[config.mk]
export PLATFORM = sky130hd
export DESIGN_NAME = aeolus_multicycle_core
export DESIGN_NICKNAME = d
export VERILOG_FILES = /design/src/rtl/aeolus_multicycle_core.sv
export SDC_FILE = /design/constraint.sdc
export NUM_CORES = 1
export LEC_CHECK = 0
export BUFFER_PORTS_ARGS = -buffer_cell sky130_fd_sc_hd__buf_2
export CAP_MARGIN = 5
export CORE_MARGIN = 5
export CORE_UTILIZATION = 30
export CTS_BUF_LIST = sky130_fd_sc_hd__clkbuf_2 sky130_fd_sc_hd__clkbuf_4 sky130_fd_sc_hd__clkbuf_8
export DETAILED_ROUTE_END_ITERATION = 8
export HOLD_SLACK_MARGIN = 0.02
export SLEW_MARGIN = 0
export SYNTH_ARGS = -nofsm -noshare
export SYNTH_HDL_FRONTEND = slang
export SYNTH_SLANG_ARGS = --single-unit
export TNS_END_PERCENT = 20
[constraint.sdc]
create_clock -name clk -period 2.6 [get_ports clk]
set_input_delay 0.26 -clock clk [delete_from_list [all_inputs] [get_ports clk]]
set_output_delay 0.26 -clock clk [all_outputs]
set_load 0.05 [all_outputs]
[src/rtl/aeolus_multicycle_core.sv]
// Multi-cycle Aeolus accumulator CPU: external ROM fetch over req/valid,
// bit-serial shifter, run/idle/halt control and parametrised datapath width.
`timescale 1ns/1ps
module aeolus_multicycle_core #(
    parameter int DATA_W = 8,
    parameter int IN_W   = 4,
    parameter int ADDR_W = 8,
    parameter int WRAP   = 0
) (
    input  logic                clk,
    input  logic                reset,
    input  logic                run,
    input  logic [2*IN_W-1:0]   switches,
    output logic [ADDR_W-1:0]   rom_addr,
    output logic                rom_req,
    input  logic [7:0]          rom_data,
    input  logic                rom_valid,
    output logic [DATA_W-1:0]   cpu_out,
    output logic                sf,
    output logic                of,
    output logic                busy,
    output logic                halted,
    output logic [2:0]          fsm_state
);
    localparam logic [2:0] IDLE  = 3'd0;
    localparam logic [2:0] FETCH = 3'd1;
    localparam logic [2:0] EXEC  = 3'd2;
    localparam logic [2:0] SHIFT = 3'd3;
    localparam logic [2:0] HALT  = 3'd4;

    logic [2:0]        state;
    logic [ADDR_W-1:0] pc;
    logic [IN_W-1:0]   a, b;
    logic [DATA_W-1:0] o_reg, acc, sr;
    logic [7:0]        ir;
    logic [3:0]        cnt;
    logic              req_hold;

    logic [DATA_W-1:0] a_ext, b_ext;
    logic [DATA_W:0]   sum_ab, diff_ab, sum_acc_a, sum_acc_sr;
    logic              pc_last;
    logic [ADDR_W-1:0] pc_adv;
    logic [2:0]        state_adv;

    assign a_ext      = DATA_W'(a);
    assign b_ext      = DATA_W'(b);
    assign sum_ab     = {1'b0, a_ext} + {1'b0, b_ext};
    assign diff_ab    = {1'b0, a_ext} - {1'b0, b_ext};
    assign sum_acc_a  = {1'b0, acc} + {1'b0, a_ext};
    assign sum_acc_sr = {1'b0, acc} + {1'b0, sr};

    // Past the last address: either wrap to 0 or freeze PC and halt.
    assign pc_last   = (pc == {ADDR_W{1'b1}});
    assign pc_adv    = (pc_last && WRAP == 0) ? pc : pc + ADDR_W'(1);
    assign state_adv = (pc_last && WRAP == 0) ? HALT : FETCH;

    // rom_req follows run only on the first FETCH cycle, then holds until valid.
    assign rom_req   = (state == FETCH) && (req_hold || run);
    assign rom_addr  = pc;
    assign cpu_out   = o_reg;
    assign busy      = (state == FETCH) || (state == EXEC) || (state == SHIFT);
    assign halted    = (state == HALT);
    assign fsm_state = state;

    always_ff @(posedge clk) begin
        if (!reset) begin
            state    <= IDLE;
            pc       <= '0;
            a        <= '0;
            b        <= '0;
            o_reg    <= '0;
            acc      <= '0;
            sr       <= '0;
            ir       <= '0;
            cnt      <= '0;
            sf       <= 1'b0;
            of       <= 1'b0;
            req_hold <= 1'b0;
        end else begin
            case (state)
                IDLE: if (run) state <= FETCH;
                FETCH: begin
                    if (!rom_req) begin
                        state <= IDLE;
                    end else if (rom_valid) begin
                        ir       <= rom_data;
                        req_hold <= 1'b0;
                        state    <= EXEC;
                    end else begin
                        req_hold <= 1'b1;
                    end
                end
                EXEC: begin
                    if (ir[7:4] == 4'd5 || ir[7:4] == 4'd6) begin
                        cnt   <= (ir[3:0] == 4'd0) ? 4'd1 : ir[3:0];
                        state <= SHIFT;
                    end else begin
                        pc    <= pc_adv;
                        state <= state_adv;
                    end
                    case (ir[7:4])
                        4'd0:  a <= switches[2*IN_W-1:IN_W];
                        4'd1:  b <= switches[IN_W-1:0];
                        4'd2:  o_reg <= acc;
                        4'd3:  begin sr <= a_ext; sf <= 1'b0; end
                        4'd4:  begin sr <= b_ext; sf <= 1'b0; end
                        4'd7:  begin acc <= '0; of <= 1'b0; end
                        4'd8:  if (sf) begin acc <= sum_acc_a[DATA_W-1:0]; of <= sum_acc_a[DATA_W]; end
                        4'd9:  if (sf) begin acc <= sum_acc_sr[DATA_W-1:0]; of <= sum_acc_sr[DATA_W]; end
                        4'd10: begin acc <= sum_ab[DATA_W-1:0]; of <= sum_ab[DATA_W]; end
                        4'd11: begin acc <= diff_ab[DATA_W-1:0]; of <= diff_ab[DATA_W]; end
                        4'd12: acc <= a_ext & b_ext;
                        4'd13: acc <= a_ext | b_ext;
                        4'd14: acc <= a_ext ^ b_ext;
                        4'd15: acc <= ~a_ext;
                        default: ;
                    endcase
                end
                SHIFT: begin
                    if (ir[7:4] == 4'd5) begin
                        sr <= sr << 1;
                        sf <= sr[DATA_W-1];
                    end else begin
                        sr <= sr >> 1;
                        sf <= sr[0];
                    end
                    cnt <= cnt - 4'd1;
                    if (cnt == 4'd1) begin
                        pc    <= pc_adv;
                        state <= state_adv;
                    end
                end
                HALT: state <= HALT;
                default: state <= IDLE;
            endcase
        end
    end
endmodule

==> results of run 1 <==
-- cell usage in the layout (no fill, tap or decap), types with 3 or more instances in the layout --
| cell type | instances |
|---|---|
| nor2b_1 | 16 |
| mux2i_1 | 24 |
| a21oi_1 | 37 |
| nand3b_1 | 5 |
| dfxtp_1 | 58 |
| o21ai_0 | 23 |
| a21boi_0 | 6 |
| nand2_1 | 43 |
| clkbuf_4 | 3 |
| o31ai_1 | 3 |
| nor4_1 | 7 |
| xor2_1 | 4 |
| nand2b_1 | 5 |
| clkbuf_8 | 9 |
| o21a_1 | 3 |
| nor2_1 | 40 |
| inv_1 | 24 |
| and2_1 | 4 |
| a211o_1 | 5 |
| o211a_1 | 5 |
| xnor2_1 | 9 |
| a211oi_1 | 9 |
| a31oi_1 | 5 |
| buf_2 | 43 |
| nor3_1 | 11 |
| buf_4 | 17 |
| nand3_1 | 28 |
| ha_1 | 28 |
| nor3b_1 | 5 |
| fa_1 | 4 |
| o22ai_1 | 4 |
| a21o_1 | 4 |
-- critical path: cells and delay by family (launching register included) --
kind                       cells  cell delay (ps)
adders and majority gates      2              590
buffers and inverters          2              160
and+or+nand+nor                1              120
DFF                            1              380
AOI/OAI and AO/OA              4              900
-- state kept, by name (all words and copies together) (netlist names), 3 cells and up --
signal     count
cpu_out        8
a              4
cnt            4
fsm_state      3
ir             8
rom_addr       8
sr             8
acc            8
b              4
-- power by group through the flow --
stage               Sequential [mW]  Combinational (mW)  Clock [mW]
floorplan                     0.929              0.0867           0
detailed placement            0.930               0.132           0
CTS                           0.910               0.132       0.762
global placement              0.929               0.129           0
finish                        0.910               0.131       0.736
global route                  0.911               0.145       0.804
-- cell type report --
class | instances | area, sq um
repair buffers | 60 | 342.8
multi-input cells | 380 | 2634
inverters | 25 | 93.84
well taps | 176 | 220.2
clock inverters | 3 | 17.52
flip-flops and latches | 58 | 1161
clock buffers | 12 | 146.4
fillers | 1426 | 8522
-- layer usage --
metal,global-route usage,vias up,part of all wire
met5,0,-,0
met4,0.05612,0,0.023
met3,0.03795,17,0.040
met2,0.2347,81,0.46
met1,0.1972,1794,0.48
li1,-,1866,-
-- worst max path at each step --
stage / end / cells after the start / startpoint / slack (ps)
after floorplan: acc[6] / 6 / fsm_state[1] / 400
after global placement: acc[6] / 10 / a[0] / 430
after detailed placement: of / 9 / a[0] / 370
after CTS: of / 9 / a[0] / 350
after global routing: of / 9 / a[0] / 180
final: of / 9 / a[0] / 350
-- kinds of logic after synthesis --
logic type               Yosys count  synth area share
buffers and inverters             49           0.05078
AO/OA/AOI/OAI                    128            0.2132
flip-flops                        58            0.2909
XOR/XNOR                          13           0.02853
multiplexers                      27           0.07429
adder cells (fa/ha/maj)           32            0.1078
AND/OR/NAND/NOR                  180            0.2345
==> results.md, run 1 <==
* Core Area at 0.01314 sq mm
* Share of cells above drive strength 1 at 0.1599
* Most numerous cell in the Yosys netlist: dfxtp_1
* Hold buffers post-CTS at 0
* Crit path DAT at 2490 ps
* Top cells by count, synth: dfxtp_1 (58), nand2_1 (43), nor2_1 (40), a21oi_1 (37)
* PostCTS Resize Cnt at 0
* Setup WS pre-CTS at 366.1 ps
* DRC at 0
* Pleak at 1.840 nW
* Share of the synthesized area in the top cell type at 0.2909
* VDD IR max at 0.0003466 V
* Worst EP required at 2840 ps
* Largest net degree at the start of global routing at 27
* H-tree depth at 3
* Synthesized area at 0.003991 sq mm
* Buffers on Ports at 43
* Row count at 42
* Clock Path Buffers at 2
* Flop-to-flop setup slack at approximately 350 ps
* Initial antenna violation count at 0
* Layout Nets at 586
* Die area at 0.01571 sq mm
* Tot Pwr at roughly 1.8 mW
* CTS Sinks at 58
* Post-Place Cells at 699
* Vias per cell at 5.263
* Post-route setup TNS at 0 ps
* Synth Instances at ~490
* CP max stage delay at 400 ps
* Tightest Hold Check Type: input pin to flip-flop
* Slowest CP cell: fa_1
* CP dominant cell by count: inv_1
* Crit-path cells: inv_1 > ha_1 > inv_1 > fa_1 > nand2b_1 > a21oi_1 > o311ai_0 > a2bb2oi_1 > o41ai_1
* Worst setup margin at around 350 ps
* Logic pwr share at 0.074
* Reg2reg start: a[0]
* FFs w/ async S/R, synth at 0
* Seq pwr share at 0.512
* Fmax at between 400 and 500 MHz
* CTS root buffer: clkbuf_8
* Initial Util at 0.3038
* Total net switching power at between 0.4 and 0.5 mW
* #FFs+latches synth at 58
* Synth-to-layout area growth at 15.64%
* EDFF count, synth at 0
* Final number of setup-violating endpoints at 0
* First-pass DRT Iterations at 4
* Most used DFF post-synth: dfxtp_1
* Post-DP HPWL at roughly 8600 um
* Min-Delay Endpoint: b[2]
* Post-Syn Area per Cell at 8.196 sq um
* Hold path cells at 3
* Fin area at 0.004616 sq mm
* Warnings, synthesis at 0
* Max Slew Vio Count at 0
* Status: finished clean
* Dpl cell area at 0.004452 sq mm
* Max FO, Critical Path at 6
* Worst Setup Start Kind: flip-flop
* Synthesized Nets at 539
* CP endpoint kind: flip-flop
* Post-CTS setup buffer count at 0
* Switching share of power at 0.2622
* Final wirelength at 11220 um
* Synth area leader: dfxtp_1
* Max-slew headroom at 0.5896
* RSZ-0062 raised after global routing: no
* DR iter-0 viols at 284
* Period utilisation layout at 0.8663
* PwrDens at 385.1 mW/mm^2
* Hold Vio Cnt, Final at 0
* Number of global-route vias before repair at 3768
* Number of max-cap violations at 0
* GPL Wtd Cong at approximately 0.9
* Setup CP Type: flip-flop to flip-flop
* Sequential area share after synthesis at 0.2909
* N_diodes at 0
* Final core utilization at 0.3513
* Post-DR wirelength/cell at 15.71 um
* Vias at 3758
* Final cell count without fillers at 714
* Crit path time final at 2252 ps
* Share of power burned in the clock network at 0.414
* Tot GR Track Use at 0.1491
* FF-to-FF End: of
* Slew @ Worst Pin at around 600 ps
* Antenna Nets Post-Route at 0
* Reg2Reg Depth at 9
* WHS at 157.9 ps
* Clock buffer count from CTS at 9
* Post-synth cell types at 65
* Hold wc startpoint: switches[2]
* First-pass GRT wire length at between 15000 and 20000 um
* Latest clock arrival within the worst-skew pair at 350 ps
* Die Height at around 130 um
* Die Width at 125.3 um
* Top cells by area, synth: dfxtp_1 (29%), ha_1 (8.8%), mux2i_1 (6.0%)
* IO Count at 44
* Clock Skew at 10.05 ps
* Remaining Overflow, GRT at 0
* Reg clk slew, reported paths at ~60 ps
* Int Pwr at approximately 1.3 mW
* Clock tree from TritonCTS: yes
(Power assumes the default switching activity.)
==> run 2: changes to the inputs <==
Clock period 2.6 ns to 2.2 ns, I/O delays scaled along.
==> results.md, run 2 (same netlist as run 1, synthesis figures left out) <==
* Clock buffer count from CTS at 9
* Max-slew headroom at 0.6021
* Family with the most delay on the worst path: compound AO/OA/AOI/OAI gates
* Largest net degree at the start of global routing at 27
* Post-route setup TNS at 0 ps
* Initial Util at 0.3038
* IO Count at 44
* Most frequent cells in the layout: dfxtp_1 (57), nand2_1 (43), buf_2 (43)
* Reg clk slew, reported paths at 70 ps
* Remaining Overflow, GRT at 0
* Row count at 42
* Post-Place Cells at 714
* Slew @ Worst Pin at 596.9 ps
* VDD IR max at 0.0002471 V
* Clock Skew at between 6 and 7 ps
* Post-DR wirelength/cell at 15.19 um
* Die area at ~0.016 sq mm
* Final number of setup-violating endpoints at 0
* Post-DP HPWL at 8536 um
* N_diodes at 0
* Die Width at 125.3 um
* Slowest CP cell: fa_1
* Commonest non-fill, non-tap cell in the layout: dfxtp_1
* Vias per cell at roughly 5.2
* Synth-to-layout area growth at 19.78%
* CP max stage delay at 450 ps
* PwrDens at 463.0 mW/mm^2
* Hold Vio Cnt, Final at 0
* Share of cells above drive strength 1 at 0.1949
* Fmax at between 400 and 500 MHz
* Clock Path Buffers at 2
* Status: finished clean
* Core Area at about 0.013 sq mm
* Worst Setup Start Kind: flip-flop
* Final core utilization at 0.3639
* Latest clock arrival within the worst-skew pair at 330 ps
* Worst EP required at 2440 ps
* GPL Wtd Cong at 0.8989
* Number of max-cap violations at 0
* Buffers on Ports at 43
* CTS root buffer: clkbuf_8
* CP endpoint kind: flip-flop
* Die Height at 125.3 um
* First-pass DRT Iterations at 4
* Pleak at 1.938 nW
* H-tree depth at 3
* Max FO, Critical Path at 4
* DR iter-0 viols at 235
* Clock tree from TritonCTS: yes
* Max Slew Vio Count at 0
* Tot GR Track Use at 0.1400
* Vias at between 3000 and 4000
* Crit-path cells: ha_1 > fa_1 > a211oi_2 > o21bai_1 > a21oi_1 > nand3_1 > a311oi_1
* Number of global-route vias before repair at 3739
* Setup CP Type: flip-flop to flip-flop
* Antenna Nets Post-Route at 0
* Period utilisation layout at 0.9620
* CTS Sinks at 58
* Crit path DAT at 2360 ps
* WP buf/inv at 0
* Tightest Hold Check Type: input pin to flip-flop
* Final wirelength at 11090 um
* Crit path time final at 2116 ps
* Layout Nets at 601
* DRC at 0
* First-pass GRT wire length at 18220 um
* Final cell count without fillers at 730
* Hold buffers post-CTS at 0
* Initial antenna violation count at 0
run 2: cell count changes in the layout (fill, tap and decap cells not counted), sizes merged:
cell and change:
buf +15, bufinv +1, clkbuf -2, clkinv +2
run 2: final timing paths:
kind               startpoint      to  slack (ps)  cells after the start
setup / recovery       acc[0]  acc[6]          80                      7
hold / removal    switches[1]    b[1]         130                      3
setup reg to reg       acc[0]  acc[6]          80                      7
hold reg to reg         ir[0]   ir[0]         460                      2
run 2: timing repair:
action	4_1_cts	5_1_grt
resized for setup	1	5
buffers inserted	0	0
setup endpoints to repair	1	6
run 2: layout make-up:
type	count	area (sq um)
clock buffer	10	131.4
clock inverter	6	57.56
fill	1442	8357
inverter	25	93.84
multi-input combinational	380	2660
sequential	58	1162
tap	176	220.2
timing repair buffer	75	455.4
run 2: layer usage:
layer	vias up	share of wire	global-route usage
li1	1892	-	-
met1	1820	0.45	0.1794
met2	81	0.48	0.2373
met3	20	0.043	0.02516
met4	0	0.024	0.04847
met5	-	0	0
run 2: stage by stage:
| step | power, mW | hold WS [ps] | setup slack [ps] | cell area (sq um) |
|---|---|---|---|---|
| after floorplan | 1.200 | 357.6 | 39.77 | 3993 |
| after global placement | 1.255 | 445.7 | 101.4 | 4566 |
| after detailed placement | 1.257 | 446.3 | -36.10 | 4566 |
| after CTS | 2.241 | 123.1 | 49.73 | 4755 |
| after global routing | 2.308 | 134.1 | -25.43 | 4781 |
| final | 2.214 | 131.0 | 83.68 | 4781 |
run 2: worst register-to-register path: stages, from the launching register on:
cell and delay (ps):
dfxtp_1 340, ha_1 240, fa_1 450, a211oi_2 260, o21bai_1 110, a21oi_1 250, nand3_1 110, a311oi_1 260
run 2: where the power goes:
part | internal (mW) | switching [mW] | leakage [nW]
combinational | 0.0595 | 0.103 | 1.37
sequential | 1.06 | 0.0135 | 0.468
clock | 0.528 | 0.452 | 0.0992
==> run 3: changes to the inputs <==
Settings changed: ABC_AREA set to 1, SETUP_SLACK_MARGIN set to 0.1.
==> results.md, run 3 <==
* Top cells by area, synth: dfxtp_1 (30%), nand2_1 (12%), ha_1 (9.1%)
* Tightest Hold Check Type: input pin to flip-flop
* Top cells by count, synth: nand2_1 (120), nor2_1 (76), inv_1 (65), dfxtp_1 (58), a21oi_1 (56)
* Clock tree from TritonCTS: yes
* Worst EP required at 2470 ps
* CTS root buffer: clkbuf_8
* Largest net degree at the start of global routing at 35
* Post-DR wirelength/cell at 12.92 um
* Die Height at roughly 120 um
* Crit-path cells: inv_1 > ha_1 > inv_1 > a21oi_1 > nand2_1 > nand2_1 > nand3_1 > o21ai_1 > inv_1 > nand2_1 > nand2_1 > a21oi_1
* DR iter-0 viols at between 200 and 250
* Die Width at 123.1 um
* Clock buffer count from CTS at 9
* Fillers at 1382
* Metal3 WL at 386 um
* Max Slew Vio Count at 0
* Clock Path Buffers at 2
* FFs w/ async S/R, synth at 0
* Most used DFF post-synth: dfxtp_1
* Number of max-cap violations at 0
* Max-slew headroom at 0.6133
* PostCTS Resize Cnt at 0
* Most frequent cells in the layout: nand2_1 (120), nor2_1 (76), inv_1 (65)
* Reg clk slew, reported paths at 70 ps
* Max FO, Critical Path at 7
* Die area at approximately 0.015 sq mm
* Mux contribution to synthesized area at 0
* GPL Wtd Cong at 0.9404
* Met2 wire length at 5038 um
* Slowest CP cell: dfxtp_1
* PwrDens at 536.5 mW/mm^2
* Commonest non-fill, non-tap cell in the layout: nand2_1
* CP max stage delay at 460 ps
* Post-route setup TNS at 0 ps
* Post-synth cell types at 34
* Row count at 41
* Status: finished clean
* Synthesized Nets at 631
* DRC at 0
* Hold Vio Cnt, Final at 0
* H-tree depth at 3
* Tot GR Track Use at 0.1461
* Number of global-route vias before repair at 3704
* Post-Syn Area per Cell at approximately 6.6 sq um
* Complex-gate fraction of the synthesized area at 0.1737
* Warnings, synthesis at 0
* Vias at 3842
* CTS Sinks at 58
* Crit path time final at 1842 ps
* Post-DP HPWL at 8294 um
* IO Count at 44
* VDD IR max at 0.0002970 V
* CP endpoint kind: flip-flop
* Core Area at between 0.01 and 0.015 sq mm
* First-pass DRT Iterations at 4
* N_diodes at 0
* Family with the most delay on the worst path: flip-flops
* Vias per cell at 4.773
* Synth Instances at roughly 580
* Final wirelength at 10400 um
* Layout Nets at 680
* Synth-to-layout area growth at 16.36%
* Post-CTS setup buffer count at 0
* Buffers on Ports at 43
* Latest clock arrival within the worst-skew pair at 340 ps
* Top sig layer: met4
* Sequential area share after synthesis at 0.3024
* Most numerous cell in the Yosys netlist: nand2_1
* Initial antenna violation count at 0
* Post-Route M1 WL at about 4800 um
* Crit path DAT at 2120 ps
* Period utilisation layout at 0.8373
* Tot Pwr at roughly 2.4 mW
* Remaining Overflow, GRT at 0
* Synthesized area at 0.003840 sq mm
* Share of cells above drive strength 1 at 0.1517
* Post-Synth XOR/XNOR Area at 0.006843
* Final number of setup-violating endpoints at 0
* Adder-Cell Fraction of Synth Area at 0.1121
* Fmax at roughly 540 MHz
* Slew @ Worst Pin at about 580 ps
* EDFF count, synth at 0
* Share of the synthesized area in the top cell type at 0.3024
* #FFs+latches synth at 58
* Simple-gate share of the synthesized area at 0.3170
* Initial Util at 0.3055
* Antenna Nets Post-Route at 0
* Hold buffers post-CTS at 0
* First-pass GRT wire length at 17680 um
* Synth area leader: dfxtp_1
* Worst Setup Start Kind: flip-flop
* WP buf/inv at 3
* Pleak at 2.063 nW
* Main combinational cell family by area after synthesis: simple AND/OR/NAND/NOR gates
* Clock Skew at 9.603 ps
* RSZ-0062 raised after global routing: no
* Setup CP Type: flip-flop to flip-flop
* CP dominant cell by count: nand2_1
## run 3: cell types whose count changed after synthesis, sizes merged, moves of 8 or more
cell / change
a211oi: -8
nand2: +84
nand3: +16
mux2i: -24
nor2b: -16
o21ai: +31
xnor2: -8
inv: +52
nor2: +43
a21oi: +20
## run 3: layout make-up
class                      count  area [sq um]  share of cell area
inverter                      76         287.8             0.06441
multi-input combinational    435          2346              0.5251
clock inverter                 1         5.005            0.001120
timing repair buffer          48         252.7             0.05657
tap                          172         215.2             0.04817
clock buffer                  15         200.2             0.04481
sequential                    58          1161              0.2599
## run 3: where the power goes
group          switching [mW]  leakage (nW)  internal [mW]
sequential             0.0288         0.468           1.08
combinational           0.201          1.49         0.0841
clock                   0.433         0.109          0.575
total                   0.663          2.06           1.73
## run 3: routing by layer
metal	global-route usage	up-vias
met5	0	-
met4	0.04844	0
met3	0.03111	14
met2	0.2419	73
met1	0.1892	1760
li1	-	1995
## run 3: tightest hold or removal path, cell delays in order
cell and delay [ps]:
buf_2 80, nor2_1 30, nor2_1 80
## run 3: path summary, 6_finish.rpt
path          startpoint        to  slack [ps]  depth (start not counted)
max reg2reg         a[2]    acc[3]         360                         12
min reg2reg     req_hold  req_hold         470                          2
max                 a[2]    acc[3]         360                         12
min          rom_data[2]     ir[2]         110                          3
## run 3: logic make-up after synthesis
logic type / after synthesis
AO/OA/AOI/OAI: 125
XOR/XNOR: 3
adder cells (fa/ha/maj): 32
buffers and inverters: 86
flip-flops: 58
AND/OR/NAND/NOR: 275
## run 3: per-stage QoR
step                      setup WS [ps]  utilization  area (sq um)  hold slack (ps)  instances
after CTS                         355.1       0.3555          4468            94.64        805
final                             357.9       0.3555          4468            109.2        805
after detailed placement          353.6       0.3392          4263            452.5        789
after global routing              166.4       0.3555          4468            101.9        805
after floorplan                   237.2            -          3845            354.9        579
after global placement            374.9       0.3392          4263            446.0        789
